### src/rtl/stream_frame_selector.sv
// Frame-aligned N:1 Avalon-ST video source selector; switches sources only between frames.
// Optional stall watchdog is built when STREAM_FRAME_SELECTOR_TIMEOUT_EN is defined.
module stream_frame_selector #(
   parameter int NUM_SRC     = 4,
   parameter int DATA_W      = 30,
   parameter int TIMEOUT_CYC = 500000
) (
   input  logic                      clk,
   input  logic                      rst_n,
   input  logic [1:0]                sel_i,
   input  logic [NUM_SRC*DATA_W-1:0] data_i,
   input  logic [NUM_SRC-1:0]        sop_i,
   input  logic [NUM_SRC-1:0]        eop_i,
   input  logic [NUM_SRC-1:0]        valid_i,
   output logic [NUM_SRC-1:0]        ready_o,
   output logic [DATA_W-1:0]         data_o,
   output logic                      sop_o,
   output logic                      eop_o,
   output logic                      valid_o,
   input  logic                      ready_i,
   output logic [1:0]                active_sel_o,
   output logic [15:0]               frame_cnt_o,
   output logic                      timeout_o
);

   typedef enum logic {WAIT_SOP, STREAM} state_e;

   state_e      state_q, state_d;
   logic [1:0]  active_sel_q, active_sel_d;
   logic [15:0] frame_cnt_q, frame_cnt_d;

   logic [DATA_W-1:0] src_data;
   logic              src_sop, src_eop, src_valid;
   logic              src_ready;
   logic              accept;
   logic [1:0]        sel_next;

   // Out-of-range requests keep the current owner.
   assign sel_next = (int'(sel_i) < NUM_SRC) ? sel_i : active_sel_q;

   always_comb begin
      src_data  = '0;
      src_sop   = 1'b0;
      src_eop   = 1'b0;
      src_valid = 1'b0;
      for (int k = 0; k < NUM_SRC; k++) begin
         if (active_sel_q == 2'(k)) begin
            src_data  = data_i[k*DATA_W +: DATA_W];
            src_sop   = sop_i[k];
            src_eop   = eop_i[k];
            src_valid = valid_i[k];
         end
      end
   end

   assign data_o  = src_data;
   assign sop_o   = src_sop;
   assign eop_o   = src_eop;
   assign valid_o = rst_n & src_valid & ((state_q == STREAM) | src_sop);
   assign accept  = valid_o & ready_i;

   // Mid-frame junk ahead of a sop is drained regardless of downstream backpressure.
   assign src_ready = ((state_q == STREAM) | (src_valid & src_sop)) ? ready_i : 1'b1;

   always_comb begin
      for (int k = 0; k < NUM_SRC; k++) begin
         ready_o[k] = (active_sel_q == 2'(k)) ? src_ready : 1'b1;
      end
   end

`ifdef STREAM_FRAME_SELECTOR_TIMEOUT_EN
   localparam logic [19:0] WD_LIMIT = 20'(TIMEOUT_CYC - 1);

   logic [19:0] wd_cnt_q, wd_cnt_d;
   logic        timeout_q, timeout_d;
   logic        wd_expire;

   assign wd_expire = (state_q == STREAM) & ~accept & (wd_cnt_q == WD_LIMIT);
   assign wd_cnt_d  = ((state_q == STREAM) & ~accept & ~wd_expire) ? wd_cnt_q + 20'd1 : 20'd0;
   assign timeout_d = wd_expire;
   assign timeout_o = timeout_q;

   always_ff @(posedge clk or negedge rst_n) begin
      if (!rst_n) begin
         wd_cnt_q  <= '0;
         timeout_q <= 1'b0;
      end else begin
         wd_cnt_q  <= wd_cnt_d;
         timeout_q <= timeout_d;
      end
   end
`else
   logic unused_timeout_cyc;
   assign unused_timeout_cyc = (TIMEOUT_CYC == 0);
   assign timeout_o          = 1'b0;
`endif

   // NOTE: every always_comb output gets a default first so no path infers a latch.
   always_comb begin
      state_d      = state_q;
      active_sel_d = active_sel_q;
      frame_cnt_d  = frame_cnt_q;
      case (state_q)
         WAIT_SOP: begin
            active_sel_d = sel_next;
            if (accept) begin
               if (src_eop) begin
                  frame_cnt_d = frame_cnt_q + 16'd1;
               end else begin
                  state_d      = STREAM;
                  active_sel_d = active_sel_q;
               end
            end
         end
         STREAM: begin
            if (accept && src_eop) begin
               frame_cnt_d  = frame_cnt_q + 16'd1;
               active_sel_d = sel_next;
               state_d      = WAIT_SOP;
            end
`ifdef STREAM_FRAME_SELECTOR_TIMEOUT_EN
            else if (wd_expire) begin
               active_sel_d = sel_next;
               state_d      = WAIT_SOP;
            end
`endif
         end
         default: state_d = WAIT_SOP;
      endcase
   end

   // NOTE: state registers use non-blocking assignments so all flops update together.
   always_ff @(posedge clk or negedge rst_n) begin
      if (!rst_n) begin
         state_q      <= WAIT_SOP;
         active_sel_q <= 2'd0;
         frame_cnt_q  <= 16'd0;
      end else begin
         state_q      <= state_d;
         active_sel_q <= active_sel_d;
         frame_cnt_q  <= frame_cnt_d;
      end
   end

   assign active_sel_o = active_sel_q;
   assign frame_cnt_o  = frame_cnt_q;

endmodule

### config.mk
export PLATFORM = sky130hd
export DESIGN_NAME = stream_frame_selector
export DESIGN_NICKNAME = d
export VERILOG_FILES = /design/src/rtl/stream_frame_selector.sv
export SDC_FILE = /design/constraint.sdc
export NUM_CORES = 1
export LEC_CHECK = 0
export BUFFER_PORTS_ARGS = -buffer_cell sky130_fd_sc_hd__buf_2
export CORE_UTILIZATION = 32
export CTS_CLUSTER_SIZE = 10
export DETAILED_ROUTE_END_ITERATION = 8
export MAX_ROUTING_LAYER = met4
export PLACE_DENSITY_LB_ADDON = 0.25
export SYNTH_ARGS = -nofsm -noshare
export SYNTH_HDL_FRONTEND = slang
export SYNTH_SLANG_ARGS = --single-unit
### constraint.sdc
create_clock -name clk -period 2.04 [get_ports clk]
set_clock_uncertainty 0.15 [all_clocks]
set_input_delay 0.204 -clock clk [delete_from_list [all_inputs] [get_ports clk]]
set_output_delay 0.204 -clock clk [all_outputs]
set_load 0.05 [all_outputs]
After elaboration in Yosys (flattened, before gate mapping)
Index checks and enable logic that the tools add are counted.

operators by class
  div/mod/pow operators = 0
  reductions and logical operators = 4
  order comparisons = 0
  eq/ne operators = 7
  bitwise logic cells = 7
  shifts and indexed selects = 0
  add/sub/neg operators = 1
  mux-type cells = 33
  multiply operators = 0

operator list
  operator                 count
  $mux W30                 4
  $mux W16                 3
  $pmux W16 S2             1
  $mux W1                  20
  $add A16 B1 Y16 const B  1
  $mux W2                  3
  $and A1 B1 Y1            4
  $eq A2 B2 Y1 const B     2
  $ne A2 B2 Y1 const B     2
  $pmux W2 S2              1
  $ne A3 B3 Y1 const B     1
  $reduce_and A3 Y1        1
  $eq A2 B1 Y1 const B     1
  $logic_not A2 Y1         1
  $ne A2 B1 Y1 const B     1
  $or A1 B1 Y1             2
  $pmux W1 S2              1
  $reduce_and A2 Y1        1
  $logic_and A1 B1 Y1      1
  $not A1 Y1               1

storage, ports and cells
  bits in latches = 0
  RAM bits = 0
  memory bits (read-only) = 0
  output and inout port bits = 56
  bits of input ports = 137
  register bits after elaboration = 19
  word-level logic and storage cells = 55
  memories kept = 0

Logic depth before layout (Yosys ltp)
Gate-level depths: netlist of the first run.

  depth in word-level cells = 11
  mapped depth = 8
  gate-level depth less buffers = 5

Least setup slack after synthesis of the first run
OpenSTA, ideal clock, no wires.

  path kind = reg-to-output
  from = register active_sel_q[1], in the netlist active_sel_o[1]
  to = output port ready_o[3]
  arrival = 2087 ps
  data required time = 1686 ps
  stages on the path, launching flop included = 5
  path buffers = 3
  slack = -401 ps
  path through = dfrtp_1 clkbuf_1 clkbuf_1 buf_1 nand4b_1

between the ends
  longest elaborated chain between the ends = 9

ends and longest elaborated chain
  item                      line  RTL
  start: declaration        29    logic [1:0] active_sel_q, active_sel_d;
  start signal: assignment  140   active_sel_q <= active_sel_d;
  $logic_not A2 Y1          47    if (active_sel_q == 2'(k)) begin
  $mux W1 (4 in a row)      47
  $and A1 B1 Y1             63    assign src_ready = ((state_q == STREAM) | (src_valid & src_sop)) ? ready_i : 1'b1;
  $or A1 B1 Y1              63
  $mux W1                   63
  $mux W1 (*)               67    ready_o[k] = (active_sel_q == 2'(k)) ? src_ready : 1'b1;
  end: declaration          15    output logic [NUM_SRC-1:0] ready_o,

Mark *: on every way between the ends. The rest lies on a longest branch, timed or not.

Worst setup path in the final report of the first run
  from = register active_sel_q[0], in the netlist active_sel_o[0]
  to = register frame_cnt_q[1], in the netlist frame_cnt_o[1]

between the ends
  longest elaborated chain between the ends = 11

ends and longest elaborated chain
  item                                                  line  RTL
  $logic_not A2 Y1                                      47
  $mux W1 (4 in a row)                                  47
  $and A1 B1 Y1 / $or A1 B1 Y1 (equally long branches)  59    assign valid_o = rst_n & src_valid & ((state_q == STREAM) | src_sop);
  $and A1 B1 Y1                                         59
  $and A1 B1 Y1                                         60    assign accept = valid_o & ready_i;
  $logic_and A1 B1 Y1                                   116   if (accept && src_eop) begin
  $ne A2 B1 Y1 (no source line)                         n/a
  $reduce_and A3 Y1 (no source line) (*)                n/a
  end signal: assignment                                141   frame_cnt_q <= frame_cnt_d;
  end: declaration                                      30    logic [15:0] frame_cnt_q, frame_cnt_d;

Marks and branches as above.
A chain may end at the register's enable or synchronous reset.

==> impl_metrics.json, run 1 <==
{
  "synthMuxAreaShare_pct": 43.98,
  "whs_ns": 0.05706,
  "power.total_mw": 5.042,
  "synth_compound_gate_area_share_pct": 3.766,
  "post-place-ws_ns": 0.02613,
  "synth-simple-area-share_pct": 13.52,
  "wirelength_um": 7022,
  "cp_top_family": "multiplexers",
  "gp_congestion": 0.8964,
  "viasPerCell": 5.090,
  "synth_warnings": 0,
  "fin_crit_sh_pct": 103.5,
  "first_global_vias": 2169,
  "grt_util_met3_pct": 5.581,
  "setup_viol": 23,
  "dp_hpwl_um": 5839,
  "fp.dieW_um": 78.25,
  "syn-num-nets": 285,
  "cp.required_ns": 2.03,
  "cpPeakStageDelay_ns": 0.49,
  "yosysSeqAreaShare_pct": 25.55,
  "status": "finished with violations",
  "cp-startpoint": "active_sel_o[0]$_DFFE_PN0P_",
  "cp-end-kind": "flop",
  "hp-class": "in2reg",
  "crit_type": "reg2reg",
  "dpl_cell_area_sq_mm": 0.002910,
  "regToRegStartpoint": "active_sel_o[0]$_DFFE_PN0P_",
  "clkTransAtPathRegs_ns": 0.07,
  "synth-seq-cells": 19,
  "h-tree-depth": 1,
  "ys_types": 38,
  "antenna_left": 0,
  "synth_top_family_by_area": "multiplexers",
  "clk_path_buf_depth": 2,
  "final-max-slew-violation-count": 0,
  "synth_edf_count": 0,
  "startpoint_type": "flop",
  "synthXorXnorAreaFrac_pct": 7.061,
  "grtUsageMet1_pct": 25.69,
  "cts_tree": "built",
  "synthCells": 147,
  "antenna_found_initial": 0,
  "clock-root-buffer": "clkbuf_8",
  "core_area_sq_mm": 0.005540,
  "final_cells": 421,
  "drive_gt1_share_pct": 75.36,
  "setup_tns_ns": -0.8862,
  "fin_ws_ns": -0.07177,
  "crit_arrival_ns": 2.10,
  "p_leak_nw": 1.629,
  "antenna_cells": 0,
  "clock_sinks": 19,
  "hold_violations": 0,
  "syn2layout_area_growth_pct": 74.18,
  "grt_pass1_wl_um": 10700,
  "cap_violations": 0,
  "min-delay-start": "sel_i[0]",
  "yosysTopAreaCell": "mux4_2",
  "postSynthAreaPerCell_sq_um": 12.66,
  "die_area_sq_mm": 0.006123,
  "critPathBufInv": 2,
  "grt_max_degree": 22,
  "die_h_um": 78.25,
  "failed_checks": "setup timing",
  "io_pins": 193,
  "final_area_sq_mm": 0.003241,
  "drtIter0Drc": 54,
  "yosysTopAreaCellShare_pct": 36.31,
  "grt_most_used_layer": "met2",
  "use_met2_pct": 40.35,
  "grt.total_usage_pct": 23.13,
  "period_needed_ns": 2.112,
  "drt-wirelength-per-cell_um": 16.68,
  "synthTopCellsByArea": "mux4_2 (36%), dfrtp_1 (26%), xnor2_1 (6.6%)",
  "cp_cell_sequence": "buf_4, mux2i_1, mux2_4, nor3b_4, buf_12, mux2_2",
  "cts_made_buffers": 3,
  "fmax_mhz": 473.5,
  "dr.pass1.iters": 4,
  "synth_area_sq_mm": 0.001861,
  "clk_latency_ns": 0.25,
  "num-fill-cells": 511,
  "yosysMostFrequentCell": "mux4_2",
  "rsz0062_at_grt": "true",
  "worstPathMaxFanout": 16,
  "yosys-top-cells-count": "mux4_2 (30), dfrtp_1 (19), xnor2_1 (14)",
  "fin_nets": 488,
  "ir_drop_mv": 0.9185,
  "ys.flop_type": "dfrtp_1",
  "synthArstFlopShare_pct": 100.0,
  "initial_core_util_pct": 33.58,
  "crit_slowest_cell": "dfrtp_2",
  "synthAdderAreaFrac_pct": 0.6725,
  "num_vias": 2143,
  "rows": 27,
  "fin_util_pct": 58.49,
  "grt_overflow_total": 0,
  "placed_cells": 403,
  "io_buffers": 191,
  "drcViolationCount": 0,
  "powerDensity_mw_per_mm2": 1556
}
per-layer routing:
metal | vias up | wire length [um]
li1 | 989 | -
met1 | 1047 | 2574
met2 | 95 | 3708
met3 | 12 | 569
met4 | 0 | 170
met5 | - | 0
placed cells by master, fill, tap and decap left out, drive strengths merged, types with 3 or more instances in the layout:
master,n
dfrtp,19
mux4,30
mux2i,6
mux2,7
nand3,8
and3,5
nand4,8
clkbuf,4
a21oi,4
nand2,5
inv,3
buf,209
xnor2,14
where the power goes:
part	internal, mW	switching [mW]
sequential	0.445	0.121
combinational	1.70	2.52
clock	0.135	0.118
total	2.28	2.76
path summary, 6_finish.rpt:
kind / end / slack, ns / cells after the start
max: frame_cnt_o[1]$_DFFE_PN0P_ / -0.07 / 6
min: active_sel_o[0]$_DFFE_PN0P_ / 0.06 / 2
max reg2reg: frame_cnt_o[1]$_DFFE_PN0P_ / -0.07 / 6
min reg2reg: frame_cnt_o[15]$_DFFE_PN0P_ / 0.32 / 1
max in group asynchronous: active_sel_o[1]$_DFFE_PN0P_ / 1.17 / 3
min in group asynchronous: frame_cnt_o[2]$_DFFE_PN0P_ / 0.36 / 3
flip-flops by register name (all words and copies together) (netlist names):
signal	cells
active_sel_o	2
frame_cnt_o	16
state_q	1
cell type report:
cell class	count	area [sq um]	share of cell area (%)
clock inverters	1	5.005	0.1544
well taps	72	90.09	2.780
inverters	3	11.26	0.3475
flip-flops and latches	19	478.0	14.75
repair buffers	211	1272	39.27
multi-input cells	112	1343	41.43
clock buffers	3	41.29	1.274
logic make-up (layout without fill, tap and decap cells):
logic type / Yosys count / count (layout)
fa+ha+maj: 1 / 1
flops: 19 / 19
xor+xnor: 15 / 15
simple gates: 41 / 41
buf+inv: 16 / 218
other cells: 1 / 1
compound gates: 11 / 11
mux: 43 / 43
repair_timing:
| action | 4_1_cts | 5_1_grt |
|---|---|---|
| endpoints found under the hold margin | 19 | 0 |
| gates resized for setup | 22 | 36 |
| setup buffers | 3 | 9 |
| pin swaps | 2 | 3 |
| gates cloned | 1 | 0 |
| endpoints found under the setup margin | 35 | 51 |
| hold buffers | 1 | 0 |
Note: power is estimated with default switching activity, not from simulation.
==> inputs of run 2 (changes only) <==
--- a/config.mk
+++ b/config.mk
@@ -6,11 +6,12 @@
 export NUM_CORES = 1
 export LEC_CHECK = 0
 export BUFFER_PORTS_ARGS = -buffer_cell sky130_fd_sc_hd__buf_2
-export CORE_UTILIZATION = 32
+export CORE_AREA = 2 2 75 77
 export CTS_CLUSTER_SIZE = 10
 export DETAILED_ROUTE_END_ITERATION = 8
+export DIE_AREA = 0 0 77 79
 export MAX_ROUTING_LAYER = met4
-export PLACE_DENSITY_LB_ADDON = 0.25
+export PLACE_DENSITY_LB_ADDON = 0.3
 export SYNTH_ARGS = -nofsm -noshare
 export SYNTH_HDL_FRONTEND = slang
 export SYNTH_SLANG_ARGS = --single-unit
==> constraint.sdc (replaced) <==
create_clock -name clk -period 2.5 [get_ports clk]
set_clock_uncertainty 0.15 [all_clocks]
set_input_delay 0.25 -clock clk [delete_from_list [all_inputs] [get_ports clk]]
set_output_delay 0.25 -clock clk [all_outputs]
set_load 0.05 [all_outputs]
==> run 2 against run 1 <==
- the run now ends clean
- worst hold slack improved by 0.025 ns
- via count down 2.3%
- first-iteration DRC count rose by 15%
- non-clock buffer count shrank 13
- global-route usage fell by 0.60 points
- largest cell class unchanged
==> impl_metrics.json, run 2 (same netlist as run 1, synthesis figures left out) <==
{
  "cts_tree": "built",
  "core_area_sq_mm": 0.005338,
  "status": "complete, no violations",
  "clkTransAtPathRegs_ns": 0.07,
  "clk_path_buf_depth": 2,
  "antenna_found_initial": 0,
  "io_buffers": 191,
  "layout_common_cells": "buf_2 (191), mux4_2 (30), dfrtp_1 (18)",
  "crit_arrival_ns": 1.95,
  "top_layer_used": "met4",
  "setup_tns_ns": 0,
  "rsz0062_at_grt": "false",
  "initial_core_util_pct": 34.86,
  "met3_length_um": 587,
  "grt.total_usage_pct": 22.53,
  "drt-wirelength-per-cell_um": 17.28,
  "crit_type": "reg2out",
  "powerDensity_mw_per_mm2": 1232,
  "dpl_cell_area_sq_mm": 0.002867,
  "worstMarginPinSlew_ns": 0.6791,
  "reg2regPathDepth": 4,
  "num-fill-cells": 511,
  "fmax_mhz": 425.0,
  "grt_max_degree": 23,
  "drtIter0Drc": 62,
  "syn2layout_area_growth_pct": 57.23,
  "post-place-ws_ns": 0.2496,
  "fin_crit_sh_pct": 94.12,
  "final_area_sq_mm": 0.002925,
  "regToRegStartpoint": "active_sel_o[0]$_DFFE_PN0P_",
  "fin_ws_ns": 0.1470,
  "grt_overflow_total": 0,
  "final_common_cell": "buf_2",
  "grt_pass1_wl_um": 10530,
  "period_needed_ns": 2.353,
  "antenna_left": 0,
  "dr.pass1.iters": 4,
  "antenna_cells": 0,
  "gp_congestion": 0.8671,
  "io_pins": 193,
  "startpoint_type": "flop",
  "hold_depth": 2,
  "cp_cell_sequence": "buf_4, or4b_2, buf_2",
  "die_area_sq_mm": 0.006083,
  "met2_length_um": 3651,
  "viasPerCell": 5.130,
  "drive_gt1_share_pct": 72.32,
  "fp.dieW_um": 77,
  "dp_hpwl_um": 5986,
  "rr_endpoint": "frame_cnt_o[1]$_DFFE_PN0P_",
  "clk_latency_ns": 0.26,
  "min-delay-start": "sel_i[0]",
  "final-max-slew-violation-count": 0,
  "num_vias": 2093,
  "rows": 27,
  "worstHoldEndpoint": "active_sel_o[0]$_DFFE_PN0P_",
  "hold_violations": 0,
  "drt-met1-wl_um": 2712,
  "clock_sinks": 19,
  "hp-class": "in2reg",
  "first_global_vias": 2081,
  "relSlewSlack_pct": 54.68,
  "r2r_slack_ns": 0.25,
  "clock-root-buffer": "clkbuf_8",
  "worstPathMaxFanout": 22,
  "post_cts_buffers": 0,
  "h-tree-depth": 1,
  "crit_slowest_cell": "or4b_2",
  "cts_made_buffers": 3,
  "p_leak_nw": 1.484,
  "die_h_um": 79,
  "ir_drop_mv": 0.6700,
  "drcViolationCount": 0,
  "cap_violations": 0,
  "setup_viol": 0,
  "cpPeakStageDelay_ns": 0.61,
  "fin_nets": 475,
  "wirelength_um": 7049,
  "cp-end-kind": "output port",
  "power.total_mw": 3.604,
  "cp.required_ns": 2.10,
  "largest_reg_flops": 16
}
==> run 2: critical path: cells and delay by family, from the launching register on <==
kind / cells / cell delay, ns
buf+inv: 2 / 0.56
flops: 1 / 0.51
simple gates: 1 / 0.61
==> run 2: final cells by class <==
type                       instances  area [sq um]  share of cell area (%)
inverter                           3         11.26                  0.3849
timing repair buffer             198          1011                   34.56
tap                               72         90.09                   3.080
sequential                        19         476.7                   16.30
multi-input combinational        112          1287                   44.01
clock inverter                     1         7.507                  0.2566
clock buffer                       3         41.29                   1.411
==> run 2: worst max-delay path by stage <==
stage | start | endpoint | slack [ns] | depth (start not counted)
6_report | active_sel_o[1]$_DFFE_PN0P_ | ready_o[2] | 0.15 | 3
5_1_grt | active_sel_o[1]$_DFFE_PN0P_ | ready_o[2] | 0.07 | 3
4_1_cts | active_sel_o[1]$_DFFE_PN0P_ | ready_o[2] | 0.14 | 3
3_5_place_dp | active_sel_o[0]$_DFFE_PN0P_ | frame_cnt_o[1]$_DFFE_PN0P_ | 0.25 | 4
3_3_place_gp | active_sel_o[0]$_DFFE_PN0P_ | frame_cnt_o[1]$_DFFE_PN0P_ | 0.29 | 4
2_1_floorplan | active_sel_o[1]$_DFFE_PN0P_ | ready_o[3] | 0.01 | 4
==> run 2: per-layer routing <==
| layer | GRT usage (%) | up-vias |
|---|---|---|
| met5 | - | - |
| met3 | 4.432 | 13 |
| met2 | 39.12 | 94 |
| li1 | - | 966 |
| met1 | 27.33 | 1020 |
| met4 | 5.536 | 0 |
==> run 2: metrics by stage <==
stage	util, %	cells	hold WS [ns]
floorplan	-	147	-0.1956
global placement	53.70	403	-0.08800
detailed placement	53.70	403	-0.08522
CTS	54.81	408	0.08102
global route	54.81	408	0.07763
finish	54.81	408	0.08203
==> run 2: power breakdown <==
part	switching (mW)	internal (mW)
logic	1.95	0.975
clock network	0.109	0.113
registers	0.0985	0.362
==> run 2: repair_timing <==
item                                   CTS  global route
gates resized for setup                  0             0
hold buffers                             1             0
endpoints found under the hold margin   19             0
